--- src/rtl/goal_referee.sv ---
// Goal referee: detects goals from ball position, keeps score, times the
// post-goal centring hold and declares the winner of the match.
module goal_referee #(
    parameter int GOAL_X_LEFT  = 22,
    parameter int GOAL_X_RIGHT = 617,
    parameter int GOAL_Y_TOP   = 200,
    parameter int GOAL_Y_BOT   = 280,
    parameter int HOLD_FRAMES  = 120,
    parameter int WIN_SCORE    = 5
) (
    input  logic       frame_clk,
    input  logic       Reset,
    input  logic [9:0] BallX,
    input  logic [9:0] BallY,
    input  logic [9:0] BallS,
    input  logic       startGame,
    output logic       centerBall,
    output logic [3:0] score1,
    output logic [3:0] score2,
    output logic       goalPulse,
    output logic       gameOver,
    output logic [1:0] winner
);

    typedef enum logic [1:0] {
        PLAY = 2'd0,
        HOLD = 2'd1,
        OVER = 2'd2
    } state_t;

    localparam logic [10:0] X_LEFT    = 11'(GOAL_X_LEFT);
    localparam logic [10:0] X_RIGHT   = 11'(GOAL_X_RIGHT);
    localparam logic [9:0]  Y_TOP     = 10'(GOAL_Y_TOP);
    localparam logic [9:0]  Y_BOT     = 10'(GOAL_Y_BOT);
    localparam logic [7:0]  HOLD_LOAD = 8'(HOLD_FRAMES - 1);
    localparam logic [3:0]  WIN       = 4'(WIN_SCORE);

    state_t      state;
    logic [7:0]  hold_cnt;
    logic        in_mouth;
    logic        left_goal;
    logic        right_goal;
    logic [3:0]  score1_inc;
    logic [3:0]  score2_inc;

    // Edges are compared at 11 bits so a ball near either border cannot wrap.
    assign in_mouth   = (BallY >= Y_TOP) && (BallY <= Y_BOT);
    assign left_goal  = in_mouth && ({1'b0, BallX} <= X_LEFT + {1'b0, BallS});
    assign right_goal = in_mouth && (({1'b0, BallX} + {1'b0, BallS}) >= X_RIGHT);
    assign score1_inc = score1 + 4'd1;
    assign score2_inc = score2 + 4'd1;

    always_ff @(posedge frame_clk or posedge Reset) begin
        if (Reset) begin
            state      <= PLAY;
            hold_cnt   <= 8'd0;
            score1     <= 4'd0;
            score2     <= 4'd0;
            centerBall <= 1'b0;
            goalPulse  <= 1'b0;
            gameOver   <= 1'b0;
            winner     <= 2'b00;
        end else begin
            goalPulse <= 1'b0;
            if (startGame) begin
                state      <= HOLD;
                hold_cnt   <= HOLD_LOAD;
                score1     <= 4'd0;
                score2     <= 4'd0;
                centerBall <= 1'b1;
                gameOver   <= 1'b0;
                winner     <= 2'b00;
            end else begin
                case (state)
                    PLAY: begin
                        // A ball touching both goal lines is ambiguous and ignored.
                        if (left_goal != right_goal) begin
                            goalPulse  <= 1'b1;
                            centerBall <= 1'b1;
                            if (left_goal) begin
                                score2 <= score2_inc;
                                if (score2_inc == WIN) begin
                                    state    <= OVER;
                                    gameOver <= 1'b1;
                                    winner   <= 2'b10;
                                end else begin
                                    state    <= HOLD;
                                    hold_cnt <= HOLD_LOAD;
                                end
                            end else begin
                                score1 <= score1_inc;
                                if (score1_inc == WIN) begin
                                    state    <= OVER;
                                    gameOver <= 1'b1;
                                    winner   <= 2'b01;
                                end else begin
                                    state    <= HOLD;
                                    hold_cnt <= HOLD_LOAD;
                                end
                            end
                        end
                    end
                    HOLD: begin
                        if (hold_cnt == 8'd0) begin
                            state      <= PLAY;
                            centerBall <= 1'b0;
                        end else begin
                            hold_cnt <= hold_cnt - 8'd1;
                        end
                    end
                    OVER: begin
                        state <= OVER;
                    end
                    default: begin
                        state <= PLAY;
                    end
                endcase
            end
        end
    end

endmodule

--- config.mk ---
export PLATFORM = sky130hd
export DESIGN_NAME = goal_referee
export DESIGN_NICKNAME = d
export VERILOG_FILES = /design/src/rtl/goal_referee.sv
export SDC_FILE = /design/constraint.sdc
export NUM_CORES = 1
export LEC_CHECK = 0
export BUFFER_PORTS_ARGS = -buffer_cell sky130_fd_sc_hd__buf_4
export CAP_MARGIN = 20
export CORE_UTILIZATION = 56
export DETAILED_ROUTE_END_ITERATION = 8
export PLACE_DENSITY = 0.81
export SLEW_MARGIN = 0
export SYNTH_ARGS = -nofsm -noshare
export SYNTH_HDL_FRONTEND = slang
export SYNTH_SLANG_ARGS = --single-unit
--- constraint.sdc ---
create_clock -name frame_clk -period 2.7 [get_ports frame_clk]
set_input_delay 0.405 -clock frame_clk [delete_from_list [all_inputs] [get_ports frame_clk]]
set_output_delay 0.405 -clock frame_clk [all_outputs]
set_load 0.03 [all_outputs]
# Yosys cells after proc, flatten, opt, wreduce, memory -nomap -nowiden
# Index checks and enable logic that the tools add are counted.
# word_totals
memories	0
input_bits	33
register_bits	23
latch_bits	0
rom_bits	0
ramBits	0
output_inout_bits	13
word_cells	86
# classes
div	0
multipliers	0
n_bitwise	0
muxes	41
n_shift	0
n_reduce_logical	16
addsub	5
order_cmp	4
eq_ne	12
# op_table
operator	n
2-to-1 mux 8 bit	6
2-to-1 mux 4 bit	8
2-to-1 mux 2 bit	12
one-hot mux 8 bit (2 select lines)	1
2-to-1 mux 1 bit	12
adder 10 x 10 -> 11 bit	1
adder 5 x 10 -> 11 bit, first input constant	1
greater-or-equal comparator 11 x 10 -> 1 bit, second input constant	1
<= comparator 10 x 11 -> 1 bit	1
greater-or-equal comparator 10 x 8 -> 1 bit, second input constant	1
<= comparator 10 x 9 -> 1 bit, second input constant	1
!= test 3 bit, second input constant	3
AND reduction 3 bit	3
adder 4 x 1 -> 4 bit, second input constant	2
equality test 4 x 3 -> 1 bit, second input constant	2
logical NOT 8 bit	1
!= test 4 bit, second input constant	2
subtractor 8 x 1 -> 8 bit, second input constant	1
one-hot mux 2 bit (3 select lines)	1
nonzero test 2 bit	3
nonzero test 3 bit	2
AND reduction 5 bit	1
AND reduction 4 bit	1
logical AND 1 bit	3
other kinds (8)	8

# Longest topological paths before layout
# logic_depth
ltp_word	7
ltp_mapped	15
ltp_nobuf	15

# Worst setup path after synthesis
# OpenSTA, ideal clock, no wires.
# synth_timing
path_type	input port to flip-flop
from	in BallX[0]
to	reg winner[0]
path_slack_ps	-610
t_required_ps	2572
path_stages	11
setup_ps	128
arrival_time_ps	3183
path_buffers	0
path_cell_list	ha_1 -> inv_1 -> fa_1 -> nand2b_1 -> a21oi_1 -> a21oi_1 -> o221a_1 -> o311a_4 -> or4_4 -> a311oi_2 -> mux2_1
# synth_between
elab_chain_len	6
elab_cells_between_ends	14
classes_between	add/sub (1); order compare (2); eq/ne (2); mux (4); reduce/logical (5)
# synth_lines
element	line_no	rtl
from (decl)	13	input logic [9:0] BallX,
adder 10 x 10 -> 11 bit or <= comparator 10 x 11 -> 1 bit (tied branches)	49, 48	
greater-or-equal comparator 11 x 10 -> 1 bit or logical AND 1 bit (tied branches)	49, 48	
logical AND 1 bit or 2-to-1 mux 2 bit (tied branches)	49, 80	
!= test 1 bit or 2-to-1 mux 2 bit (tied branches)	77	if (left_goal != right_goal) begin
nonzero test 2 bit (no source line) or 2-to-1 mux 2 bit (tied branches)	-	
AND reduction 4 bit (no source line) or 2-to-1 mux 2 bit (tied branches)	-	
to (signal assigned)	62	winner <= 2'b00;
to (signal assigned)	72	winner <= 2'b00;
to (signal assigned)	85	winner <= 2'b10;
to (decl)	22	output logic [1:0] winner
# Several ways; a longest one is shown, not always the timed one. The select of a mux whose other input is x is not followed.
# A chain may end at the register's enable or synchronous reset.

# Worst setup path in the final report
# layout_timing
from	in BallS[1]
to	reg winner[0]
# layout_between
elab_chain_len	7
elab_cells_between_ends	15
classes_between	add/sub (2); order compare (2); eq/ne (2); mux (4); reduce/logical (5)
# layout_lines
element	line_no	rtl
from (decl)	15	input logic [9:0] BallS,
adder 5 x 10 -> 11 bit	48	assign left_goal = in_mouth && ({1'b0, BallX} <= X_LEFT + {1'b0, BallS});
<= comparator 10 x 11 -> 1 bit	48	
logical AND 1 bit	48	
2-to-1 mux 2 bit	80	if (left_goal) begin
2-to-1 mux 2 bit	77	
2-to-1 mux 2 bit	74	case (state)
2-to-1 mux 2 bit	65	if (startGame) begin
# Several ways; a longest one is shown, not always the timed one. The select of a mux whose other input is x is not followed.

==> summary.txt <==
Status
  – Status: finished with violations
  – Failing checks: negative setup slack

Placed design
  – PortBufs: 45
  – Placed cell area: 3092 µm²
  – Placed Cells: 407
  – Final HPWL DP: 4851 µm
  – Global placer's final weighted congestion: 0.9083

Clock network
  – CTS clk-pin slew, worst paths: 0.08 ns
  – Skew-Pair Late Insertion Delay: 0.27 ns
  – Root Buffer Master: clkbuf_8
  – Hold buffers post-CTS: 0
  – Htree depth: 1
  – TritonCTS Buffers: 3
  – Clock Path Buffers: 2
  – Number of clock sinks: 23
  – CTS tree: yes

GRT
  – Number of global-route vias before repair: 2677
  – Pin count of the biggest net entering global routing: 28
  – First-pass GRT wire length: 12520 µm
  – Remaining Overflow, GRT: 0
  – Initial antenna violation count: 0
  – Overall routing resource usage: 38.25%

Timing
  – RSZ-0062 raised after global routing: true
  – Final WS setup: -0.4985 ns
  – Fin. Hold Viols: 0
  – Final setup violation count: 23
  – Max frequency: 312.6 MHz
  – Max transition margin: 41.09%
  – Tmin final: 3.199 ns
  – Slew Viols, Final: 0
  – Skew final: 0.001686 ns
  – Fin crit share: 118.5%
  – Worst Tran Pin Value: 0.8827 ns

Drt
  – DR vias: 2967
  – Post-Route WL: 9607 µm
  – Initial DRC Count: 359
  – Pre-Repair DR Iteration Count: 5
  – Routed wl met2: 4677 µm
  – DRC viols: 0
  – Met3 WL post-DR: 926 µm
  – Antenna viol nets, final: 0
  – Wl on met1: 3192 µm
  – Via-to-Cell Ratio: 6.981
  – DR top layer: met4
  – Wirelength per Cell: 22.60 µm

Power
  – Leakage: 1.594 nW
  – Pwr Density: 333.3 nW/µm²
  – Total chip power: 1.174 mW
  – Worst VDD drop: 0.0004972 V

Worst setup path
  – Crit-path cells: buf_12 > inv_12 > ha_4 > inv_2 > a21oi_4 > nor2_2 > xnor2_1 > ha_1 > nand3_2 > nor3_2 > a31oi_2 > o21ai_2 > or4_4 > a311oi_4 > mux2_4
  – Crit path launch type: input pin
  – Slowest cell on crit path: or4_4
  – Crit Path Class: in -> reg
  – WP buf/inv: 3
  – CP endpoint kind: register
  – Req. time, crit path: 2.86 ns
  – Largest stage delay on the critical path: 0.52 ns
  – CP arrival: 3.36 ns
  – Max FO, Critical Path: 3
  – Top delay family on crit path: compound AO/OA/AOI/OAI gates

Finish
  – Final net count: 438
  – Layout cells sized above 1: 43.50%
  – Antenna cells: 0
  – Post-route cell area: 3522 µm²
  – Non-filler instance count after layout: 425
  – Filler cells: 119
  – Area Growth Syn to Fin: 56.39%

Synth
  – Ys flop type: dfrtp_1
  – Synthesis-stage register bit count: 23
  – Register area share after synthesis: 25.56%
  – Avg Cell Area, Syn: 8.341 µm²
  – Number of synthesized flops with an enable pin: 0
  – Post-Syn Area: 2252 µm²
  – Yosys warning total: 0
  – Post-Syn Nets: 330
  – Post-Syn Instances: 270
  – Post-synth ARST share: 100.0%
  – Distinct cells, synth: 49

Floorplanning
  – Initial Utilization: 59.72%
  – Cell row count: 22
  – Die Span Y: 65.42 µm
  – Die area: 4279 µm²
  – I/O Pins: 46
  – Core area: 3771 µm²
  – DIE WIDTH: 65.42 µm

Job
  – Max Cap Viol: 0

Hold path
  – Hold WC Path Type: in -> async
-- final timing paths --
path | slack [ns] | cells after the start | from | to
setup / recovery | -0.50 | 15 | BallS[1] | winner[0]
hold / removal | 0.33 | 2 | Reset | centerBall
setup reg to reg | 0.15 | 6 | state[1] | score1[2]
hold reg to reg | 0.53 | 1 | hold_cnt[1] | hold_cnt[1]
max in group asynchronous | 1.84 | 2 | Reset | hold_cnt[6]
min in group frame_clk | 0.50 | 2 | startGame | score1[2]
-- Yosys cell counts (3+ instances only) --
cell / number / share of area, %
a31oi_1: 5 / 1.4
nor2_1: 26 / 4.3
xnor2_1: 7 / 2.7
a21o_1: 8 / 2.7
mux2i_1: 3 / 1.3
xor2_1: 11 / 4.3
a21oi_1: 23 / 5.1
or3_1: 5 / 1.4
nor3_1: 6 / 1.3
o31ai_1: 3 / 1.0
nand2b_1: 4 / 1.1
ha_1: 26 / 14
and3_1: 3 / 0.83
and2_1: 3 / 0.83
nand3_1: 13 / 2.9
dfrtp_1: 23 / 26
inv_1: 18 / 3.0
nor2b_1: 6 / 1.7
o31a_1: 4 / 1.6
o211ai_1: 8 / 2.7
nand4_1: 7 / 1.9
nand2_1: 14 / 2.3
o21ai_0: 10 / 2.2
clkbuf_1: 6 / 1.0
-- sequential cells by signal, indices dropped and copies added (netlist names) --
register    cells
centerBall      1
gameOver        1
goalPulse       1
hold_cnt        8
score1          4
score2          4
state           2
winner          2
-- per-layer routing --
layer	GRT usage [%]	vias to the layer above
met4	22.83	0
met1	41.82	1373
li1	-	1216
met2	68.94	273
met5	0	-
met3	5.903	105
-- cell families after synthesis --
logic type | synth area share (%)
and+or+nand+nor | 21.95
muxes | 1.833
xor gates and xnor gates | 7.000
DFF | 25.56
AOI/OAI and AO/OA | 24.33
adders and majority gates | 15.33
buffers and inverters | 4.000
-- power by group --
group	internal [mW]	switching, mW
Sequential	0.356	0.0138
Combinational	0.266	0.318
Clock	0.106	0.115
-- stage by stage --
stage / TNS, ns / util (%) / setup slack, ns / hold slack, ns
after floorplan: -0.7773 / - / -0.2949 / 0.4069
after global placement: -7.560 / 81.98 / -0.4508 / 0.4767
after detailed placement: -9.886 / 81.98 / -0.5981 / 0.5087
after CTS: -1.592 / 89.48 / -0.2613 / 0.3578
after global routing: -10.80 / 93.40 / -0.6515 / 0.4051
final: -8.067 / 93.40 / -0.4985 / 0.3257
-- cell type report --
class	instances	area [µm²]	share of cell area [%]
timing repair buffer	109	875.8	24.87
clock buffer	4	45.04	1.279
inverter	18	92.59	2.629
multi-input combinational	223	1873	53.18
tap	48	60.06	1.705
sequential	23	575.6	16.34
-- repair_timing --
| action | in CTS | in global routing |
|---|---|---|
| setup buffers | 9 | 5 |
| setup endpoints to repair | 21 | 23 |
| resized for setup | 34 | 23 |
| pin swaps | 15 | 13 |
-- cell usage in the layout (no fill, tap or decap), drive strengths merged, types with 2 or more instances in the layout --
| cell | Yosys | final |
|---|---|---|
| and2 | 3 | 3 |
| ha | 26 | 26 |
| o21a | 2 | 2 |
| buf | 0 | 109 |
| a21oi | 24 | 24 |
| nand4b | 2 | 2 |
| dfrtp | 23 | 23 |
| xnor2 | 7 | 7 |
| o31a | 4 | 4 |
| o21ai | 10 | 10 |
| a41oi | 2 | 2 |
| nand4 | 7 | 7 |
| o311ai | 2 | 2 |
| and3 | 3 | 3 |
| nand3 | 13 | 13 |
| mux2i | 3 | 3 |
| xor2 | 11 | 11 |
| nor2 | 26 | 26 |
| o31ai | 3 | 3 |
| a31oi | 5 | 5 |
| nor3 | 6 | 6 |
| nor2b | 6 | 6 |
| a21o | 8 | 8 |
| nand2 | 14 | 14 |
| or3 | 5 | 5 |
| o211ai | 8 | 8 |
| inv | 18 | 18 |
| nand2b | 4 | 4 |
| clkbuf | 6 | 4 |
No activity file was read; power rests on OpenSTA's default activity.
